==> src/rtl/fetch_pkg.sv <==
// Shared definitions for the segmented core's instruction fetch stage.
//   NOP_INSTRUCTION : canonical RISC-V NOP (addi x0, x0, 0), loaded into IF/ID
//                     whenever the register holds a bubble.
//   INSTR_BYTES     : byte stride between sequential instructions.
//   if_id_t         : contents of the IF/ID pipeline register.
package fetch_pkg;

  localparam logic [31:0] NOP_INSTRUCTION = 32'h0000_0013;
  localparam int unsigned INSTR_BYTES     = 4;

  typedef struct packed {
    logic [31:0] pc;
    logic [31:0] instruction;
    logic        valid;
  } if_id_t;

endpackage

==> src/rtl/fetch_pc_register.sv <==
// Program counter register with its next-PC selection.
// Ports:
//   clk             : core clock, rising edge
//   rst             : synchronous active-high reset, loads RESET_VECTOR
//   stall           : hold the PC
//   redirect        : load redirect_target (word aligned), wins over stall
//   redirect_target : new PC byte address; bits [1:0] are ignored
//   pc              : current fetch PC
module fetch_pc_register
  import fetch_pkg::*;
#(
  parameter logic [31:0] RESET_VECTOR = 32'h0000_0000
) (
  input  logic        clk,
  input  logic        rst,
  input  logic        stall,
  input  logic        redirect,
  input  logic [31:0] redirect_target,
  output logic [31:0] pc
);

  logic [31:0] pc_reg;
  logic [31:0] pc_next;

  // Misaligned targets are quietly forced onto a word boundary; there is no
  // trap path in this core. The +4 adder drops its carry, so the PC wraps.
  always_comb begin
    pc_next = pc_reg;
    if (redirect) begin
      pc_next = redirect_target & ~32'd3;
    end else if (!stall) begin
      pc_next = pc_reg + 32'(INSTR_BYTES);
    end
  end

  always_ff @(posedge clk) begin
    if (rst) begin
      pc_reg <= RESET_VECTOR;
    end else begin
      pc_reg <= pc_next;
    end
  end

  assign pc = pc_reg;

endmodule

==> src/rtl/instruction_fetch_unit_segmented.sv <==
// IF stage of the segmented RISC-V core. Holds the PC (via fetch_pc_register),
// drives the word address into the asynchronous instruction memory and
// captures the returned instruction into the IF/ID register.
// Ports:
//   clk, rst               : clock and synchronous active-high reset
//   stall                  : hold PC and IF/ID
//   redirect               : taken branch/jump; load redirect_target, bubble IF/ID
//   redirect_target        : new PC byte address
//   imem_address           : word address pc[memory_address_bits-1:2]
//   imem_data              : instruction read combinationally at imem_address
//   pc                     : current fetch PC
//   if_id_pc / if_id_instruction / if_id_valid : IF/ID register contents
// Optional build macro FETCH_PERF_COUNTERS_EN adds:
//   perf_fetched           : count of edges that loaded a valid instruction
//   perf_stall_cycles      : count of edges with stall=1 and redirect=0
module instruction_fetch_unit_segmented
  import fetch_pkg::*;
#(
  parameter int          memory_size         = 1024,
  parameter int          memory_address_bits = $clog2(memory_size),
  parameter logic [31:0] RESET_VECTOR        = 32'h0000_0000
) (
  input  logic                             clk,
  input  logic                             rst,
  input  logic                             stall,
  input  logic                             redirect,
  input  logic [31:0]                      redirect_target,
  output logic [memory_address_bits-3:0]   imem_address,
  input  logic [31:0]                      imem_data,
  output logic [31:0]                      pc,
  output logic [31:0]                      if_id_pc,
  output logic [31:0]                      if_id_instruction,
  output logic                             if_id_valid
`ifdef FETCH_PERF_COUNTERS_EN
  ,
  output logic [31:0]                      perf_fetched,
  output logic [31:0]                      perf_stall_cycles
`endif
);

  fetch_pc_register #(
    .RESET_VECTOR(RESET_VECTOR)
  ) u_pc_register (
    .clk            (clk),
    .rst            (rst),
    .stall          (stall),
    .redirect       (redirect),
    .redirect_target(redirect_target),
    .pc             (pc)
  );

  // Truncation makes fetch wrap modulo memory_size.
  assign imem_address = pc[memory_address_bits-1:2];

  if_id_t if_id_reg;
  if_id_t if_id_next;

  always_comb begin
    if_id_next = if_id_reg;
    if (redirect) begin
      if_id_next = '{pc: 32'd0, instruction: NOP_INSTRUCTION, valid: 1'b0};
    end else if (!stall) begin
      if_id_next = '{pc: pc, instruction: imem_data, valid: 1'b1};
    end
  end

  always_ff @(posedge clk) begin
    if (rst) begin
      if_id_reg <= '{pc: 32'd0, instruction: NOP_INSTRUCTION, valid: 1'b0};
    end else begin
      if_id_reg <= if_id_next;
    end
  end

  assign if_id_pc          = if_id_reg.pc;
  assign if_id_instruction = if_id_reg.instruction;
  assign if_id_valid       = if_id_reg.valid;

`ifdef FETCH_PERF_COUNTERS_EN
  logic [31:0] perf_fetched_reg;
  logic [31:0] perf_stall_cycles_reg;

  // Both counters wrap naturally on overflow.
  always_ff @(posedge clk) begin
    if (rst) begin
      perf_fetched_reg      <= 32'd0;
      perf_stall_cycles_reg <= 32'd0;
    end else begin
      if (!redirect && !stall) begin
        perf_fetched_reg <= perf_fetched_reg + 32'd1;
      end
      if (!redirect && stall) begin
        perf_stall_cycles_reg <= perf_stall_cycles_reg + 32'd1;
      end
    end
  end

  assign perf_fetched      = perf_fetched_reg;
  assign perf_stall_cycles = perf_stall_cycles_reg;
`endif

endmodule

==> config.mk <==
export PLATFORM = sky130hd
export DESIGN_NAME = instruction_fetch_unit_segmented
export DESIGN_NICKNAME = d
export VERILOG_FILES = /design/src/rtl/fetch_pkg.sv /design/src/rtl/fetch_pc_register.sv /design/src/rtl/instruction_fetch_unit_segmented.sv
export SDC_FILE = /design/constraint.sdc
export NUM_CORES = 1
export LEC_CHECK = 0
export ABC_AREA = 1
export CORE_MARGIN = 2
export CORE_UTILIZATION = 47
export DETAILED_ROUTE_END_ITERATION = 6
export PLACE_DENSITY = 0.94
export REMOVE_ABC_BUFFERS = 1
export SYNTH_ARGS = -nofsm -noshare
export SYNTH_HDL_FRONTEND = slang
export SYNTH_SLANG_ARGS = --single-unit
==> constraint.sdc <==
create_clock -name clk -period 3.08 [get_ports clk]
set_input_delay 0.462 -clock clk [delete_from_list [all_inputs] [get_ports clk]]
set_output_delay 0.462 -clock clk [all_outputs]
set_load 0.01 [all_outputs]
# --- Word-level counts from Yosys, hierarchy flattened ---
# Index checks and enable logic that the tools add are counted.
totals:
  ff_bits: 97
  word_cells: 10
op_classes:
  muxes: 2
  reduce_logical: 1
  n_eq_ne: 1
  addsub: 1
op_table:
  columns: ["operator", "count"]
  rows:
  - ["2-to-1 mux 32 bit", 2]
  - ["adder 32 x 3 -> 32 bit, second input constant", 1]
  - ["!= test 2 x 1 -> 1 bit, second input constant", 1]
  - ["OR reduction 2 bit", 1]

# --- Logic depth before layout (Yosys ltp) ---
depth:
  depth_word: 3
  depth_mapped: 10
  depth_no_buf: 10

# --- Modules after synthesis ---
# From an unflattened synthesis, not the netlist that was laid out.
hier_totals:
  cells_unflattened: 780
  area_unflattened_um2: 4895.9
by_module_without_submodules:
  columns: ["module", "area_per_inst_um2", "n_inst", "cells_each"]
  rows:
  - ["instruction_fetch_unit_segmented", 2718.9, 1, 411]
  - ["fetch_pc_register", 2177.1, 1, 369]

# --- Worst setup path after synthesis ---
# OpenSTA, ideal clock, no wires.
synth_path:
  kind: "flip-flop to flip-flop"
  start: "register u_pc_register.pc_reg[3] (netlist: u_pc_register.pc[3])"
  end: "register u_pc_register.pc_reg[18] (netlist: u_pc_register.pc[18])"
  period_less_slack_ns: 1.467
  path_stages_with_launch: 9
  setup_ns: 0.068
  slack_ns: 1.613
  n_path_buf: 0
  arrival_ns: 1.399
  path_cell_list: "dfxtp_1 -> ha_1 -> nand2_1 -> nor2_4 -> nand2_2 -> nor2_4 -> xor2_1 -> nand2_1 -> a21oi_2"
synth_via:
  elab_chain_len: 3
synth_lines:
  columns: ["item", "line", "rtl"]
  rows:
  - ["start, declared", "fetch_pc_register.sv:22", "logic [31:0] pc_reg;"]
  - ["start signal, assigned", "fetch_pc_register.sv:40", "pc_reg <= pc_next;"]
  - ["adder 32 x 3 -> 32 bit", "fetch_pc_register.sv:32", "pc_next = pc_reg + 32'(INSTR_BYTES);"]
  - ["2-to-1 mux 32 bit", "fetch_pc_register.sv:31", "end else if (!stall) begin"]
  - ["2-to-1 mux 32 bit", "fetch_pc_register.sv:29", "if (redirect) begin"]
# No other way between the ends. The select of a mux whose other input is x is not followed.
# A chain may end at the register's enable or synchronous reset.

# --- Worst setup path in the final report ---
layout_path:
  start: "register u_pc_register.pc_reg[8] (netlist: u_pc_register.pc[8])"
  end: "output pc[8]"
layout_lines:
  columns: ["item", "line", "rtl"]
  rows:
  - ["end, declared", "instruction_fetch_unit_segmented.sv:30", "output logic [31:0] pc,"]
# No word-level cell between the ends.

==> summary.md <==
| Metric | Value |
|---|---|
| Status | `complete, no violations` |
| Max-slew violations | `0` |
| Number of enable flip-flop cells after synthesis | `0` |
| GRT Overall Usage | `25.21%` |
| # setup viols final | `0` |
| Worst Hold Endpoint | `if_id_instruction[19]` |
| Sw frac | `28.01%` |
| Setup repair after global routing missed its margin | `no` |
| Critical Path Slowest Stage Cell | `clkdlybuf4s50_1` |
| Boundary pin count | `173` |
| Area taken by multi-input logic gates | `around 2000 um^2` |
| Detailed-router iteration count before antenna repair | `5` |
| Post-synthesis register bit count | `slightly above 90` |
| Clock transition at the register clock pins on the worst setup and hold paths after CTS | `100 ps` |
| Final setup skew | `13.18 ps` |
| Worst EP arrival | `1500 ps` |
| Number of diodes | `0` |
| Transition time at the pin with the least slew margin | `524.3 ps` |
| Maximum resistive drop on vdd | `315.0 uV` |
| Destination of the worst register-to-register timing path | `u_pc_register.pc[16]` |
| Maximum number of pins on one net before global-route repair | `between 70 and 80` |
| Fill cell count | `707` |
| TritonCTS clock tree | `yes` |
| Global-route wire length before repair | `around 20000 um` |
| Post CTS Setup Buffer Count | `0` |
| Fin crit share | `63.58%` |
| Required arrival time at the worst endpoint | `2620 ps` |
| Most common cell in the netlist | `nand2_1` |
| Startpoint of the most critical register-to-register path | `u_pc_register.pc[3]` |
| Sequential standard cell area | `roughly 1900 um^2` |
| Number of hold-repair buffers added at the cts stage | `0` |
| Async set-reset flop share out of synthesis | `0%` |
| DR DRC count | `0` |
| Die height | `99.18 um` |
| Upper clock frequency limit | `510.6 MHz` |
| Warnings from Yosys | `0` |
| Number of DRC markers in iteration 0 | `187` |
| Sequential group share of total power | `52.9%` |
| Routed wire length | `12830 um` |
| Worst hold slack | `466.2 ps` |
| R2r worst-path depth | `8` |
| Std-Cell Core Area | `8763 um^2` |
| Critical path peak fanout | `7` |
| Most instantiated flip-flop cell in the synthesis netlist | `dfxtp_1` |
| Share of post-route cells with drive strength above 1 | `5.636%` |
| Count of maximum capacitance violations | `0` |
| Post-Synthesis Cell Area | `4258 um^2` |
| Area leader, netlist | `dfxtp_1` |
| # rows | `34` |
| Cell internal pwr | `~1.8 mW` |
| Initial Util | `48.59%` |
| Number of nets in the finished design | `between 800 and 900` |
| Weighted congestion reported at the end of routability-driven placement | `0.8787` |
| DR vias/cell | `5.184` |
| Leakage component of the power | `between 2 and 2.5 nW` |
| Logic pwr share | `approximately 17%` |
| Power spent charging and discharging nets | `0.6905 mW` |
| Syn Inst Count | `612` |
| Launch point of the worst path | `u_pc_register.pc[8]` |
| Insertion delay to the later sink of the worst-skew pair | `360 ps` |
| Gates resized, CTS repair | `0` |
| Clk pwr share | `30.0%` |
| Overflow left after global routing | `0` |
| Total die area | `9837 um^2` |
| Vias in the first global route | `between 4000 and 5000` |
| Number of clock sinks seen by CTS | `between 90 and 100` |
| Cell Chain, Critical Path | `clkdlybuf4s50_1` |
| Root buf cell | `clkbuf_8` |
| Total of buffers placed on input and output ports | `166` |
| Kind of path behind the tightest hold check | `reg2reg` |
| Startpoint type of the worst setup path | `flip-flop` |
| Wire length per cell after detailed routing | `14.72 um` |
| Internal reg-to-reg setup slack | `1420 ps` |
| Power per standard cell area | `404.3 nW/um^2` |
| Summed negative setup slack over all endpoints | `0 ps` |
| Top cells by instance count after synthesis | `177 x nand2_1, 93 x dfxtp_1, 83 x a21oi_1` |
| Worst path max stage delay | `between 600 and 700 ps` |
| Register area share after synthesis | `43.73%` |
| Routed Antenna Nets | `0` |
| Kind of critical path | `reg2out` |
| CP delay by family, top | `buffers and inverters` |
| Number of flip-flops in the largest register | `32` |
| Critical path capture point type | `output port` |
| Top post-synthesis cells by area | `dfxtp_1 44%, nand2_1 16%, a21oi_1 9.8%, inv_1 5.1%, o21ai_0 4.9%` |
| Worst slew slack as a fraction of its limit | `64.94%` |
| Start point of the worst hold path | `if_id_instruction[19]` |
| Placed wire-length estimate after detailed placement | `9577 um` |
| Total via count after detailed routing | `4515` |
| Horizontal extent of the die | `99.18 um` |
| Combined buffer and inverter count along the critical path | `1` |
| Hold path depth | `2` |
| Total CTS buffers | `9` |
| Clock period minus final worst setup slack | `1958 ps` |
| Number of unique standard cell types used by synthesis | `28` |
| Synth Area per Inst | `6.957 um^2` |
| Maximum clock path buffer count | `2` |
| Hold violation total from the final report | `0` |
| Antenna violations before repair | `0` |
| Area fraction of the dominant cell type after synthesis | `43.73%` |
| Relative area change from synthesis to final layout | `43.23%` |
| Maximum level of the CTS H-tree | `3` |
-- routing by layer --
layer  share of wire, %  GRT usage [%]  routed length, um  vias up
li1                   -              -                  -     2233
met1                 41          32.20               5272     2078
met2                 50          42.26               6355      175
met3                6.5          3.654                828       29
met4                2.9          11.49                369        0
met5                  0              0                  0        -
-- cells in the final DEF (no fill, tap or decap), types with 3 or more instances in the layout --
cell | netlist | layout
a31oi_1 | 3 | 3
clkinvlp_4 | 0 | 3
nor2_2 | 5 | 5
nor2_4 | 6 | 6
buf_4 | 12 | 7
clkbuf_8 | 0 | 9
inv_1 | 58 | 58
nor2_1 | 32 | 32
xor2_1 | 10 | 10
clkdlybuf4s50_1 | 0 | 165
xnor2_1 | 3 | 3
conb_1 | 1 | 4
dfxtp_1 | 93 | 93
nand2_2 | 4 | 4
a21oi_1 | 83 | 83
nor3_1 | 3 | 3
a22o_1 | 3 | 3
nand3_1 | 37 | 37
nand2_1 | 177 | 177
o21ai_0 | 42 | 42
-- logic make-up after synthesis --
family | Yosys count | synth area share, %
compound gates | 135 | 16.49
xor+xnor | 13 | 2.674
fa+ha+maj | 1 | 0.2938
buf+inv | 102 | 10.26
flops | 93 | 43.73
other cells | 1 | 0.08807
simple gates | 267 | 26.48
-- power by group through the flow --
stage	Sequential (mW)	Combinational [mW]	Clock [mW]
floorplan	1.35	0.129	0
global placement	1.33	0.406	0
detailed placement	1.33	0.419	0
CTS	1.30	0.421	0.751
global route	1.31	0.455	0.806
finish	1.31	0.419	0.741
-- worst max path at each step --
stage                                 end  slack, ps  cells past startpoint
floorplan           if_id_instruction[10]       1130                      3
global placement      u_pc_register.pc[6]        950                      7
detailed placement   u_pc_register.pc[23]        870                      6
CTS                                 pc[8]       1100                      1
global route                        pc[8]       1070                      1
finish                              pc[8]       1120                      1
-- stage by stage --
step,cells,power [mW],setup WS (ps),util (%),area [um^2]
finish,871,2.465,1122,69.59,6098
detailed placement,855,1.751,869.7,67.58,5922
global placement,855,1.736,949.7,67.58,5922
floorplan,573,1.476,1135,-,4058
global route,871,2.573,1070,69.59,6098
CTS,871,2.476,1101,69.59,6098
-- layout make-up --
type / count / area share, %
tap: 108 / 2.216
sequential: 93 / 30.53
clock inverter: 6 / 0.8002
multi-input combinational: 420 / 32.31
inverter: 60 / 3.693
timing repair buffer: 174 / 28.35
clock buffer: 10 / 2.093
Note: power is estimated with default switching activity, not from simulation.
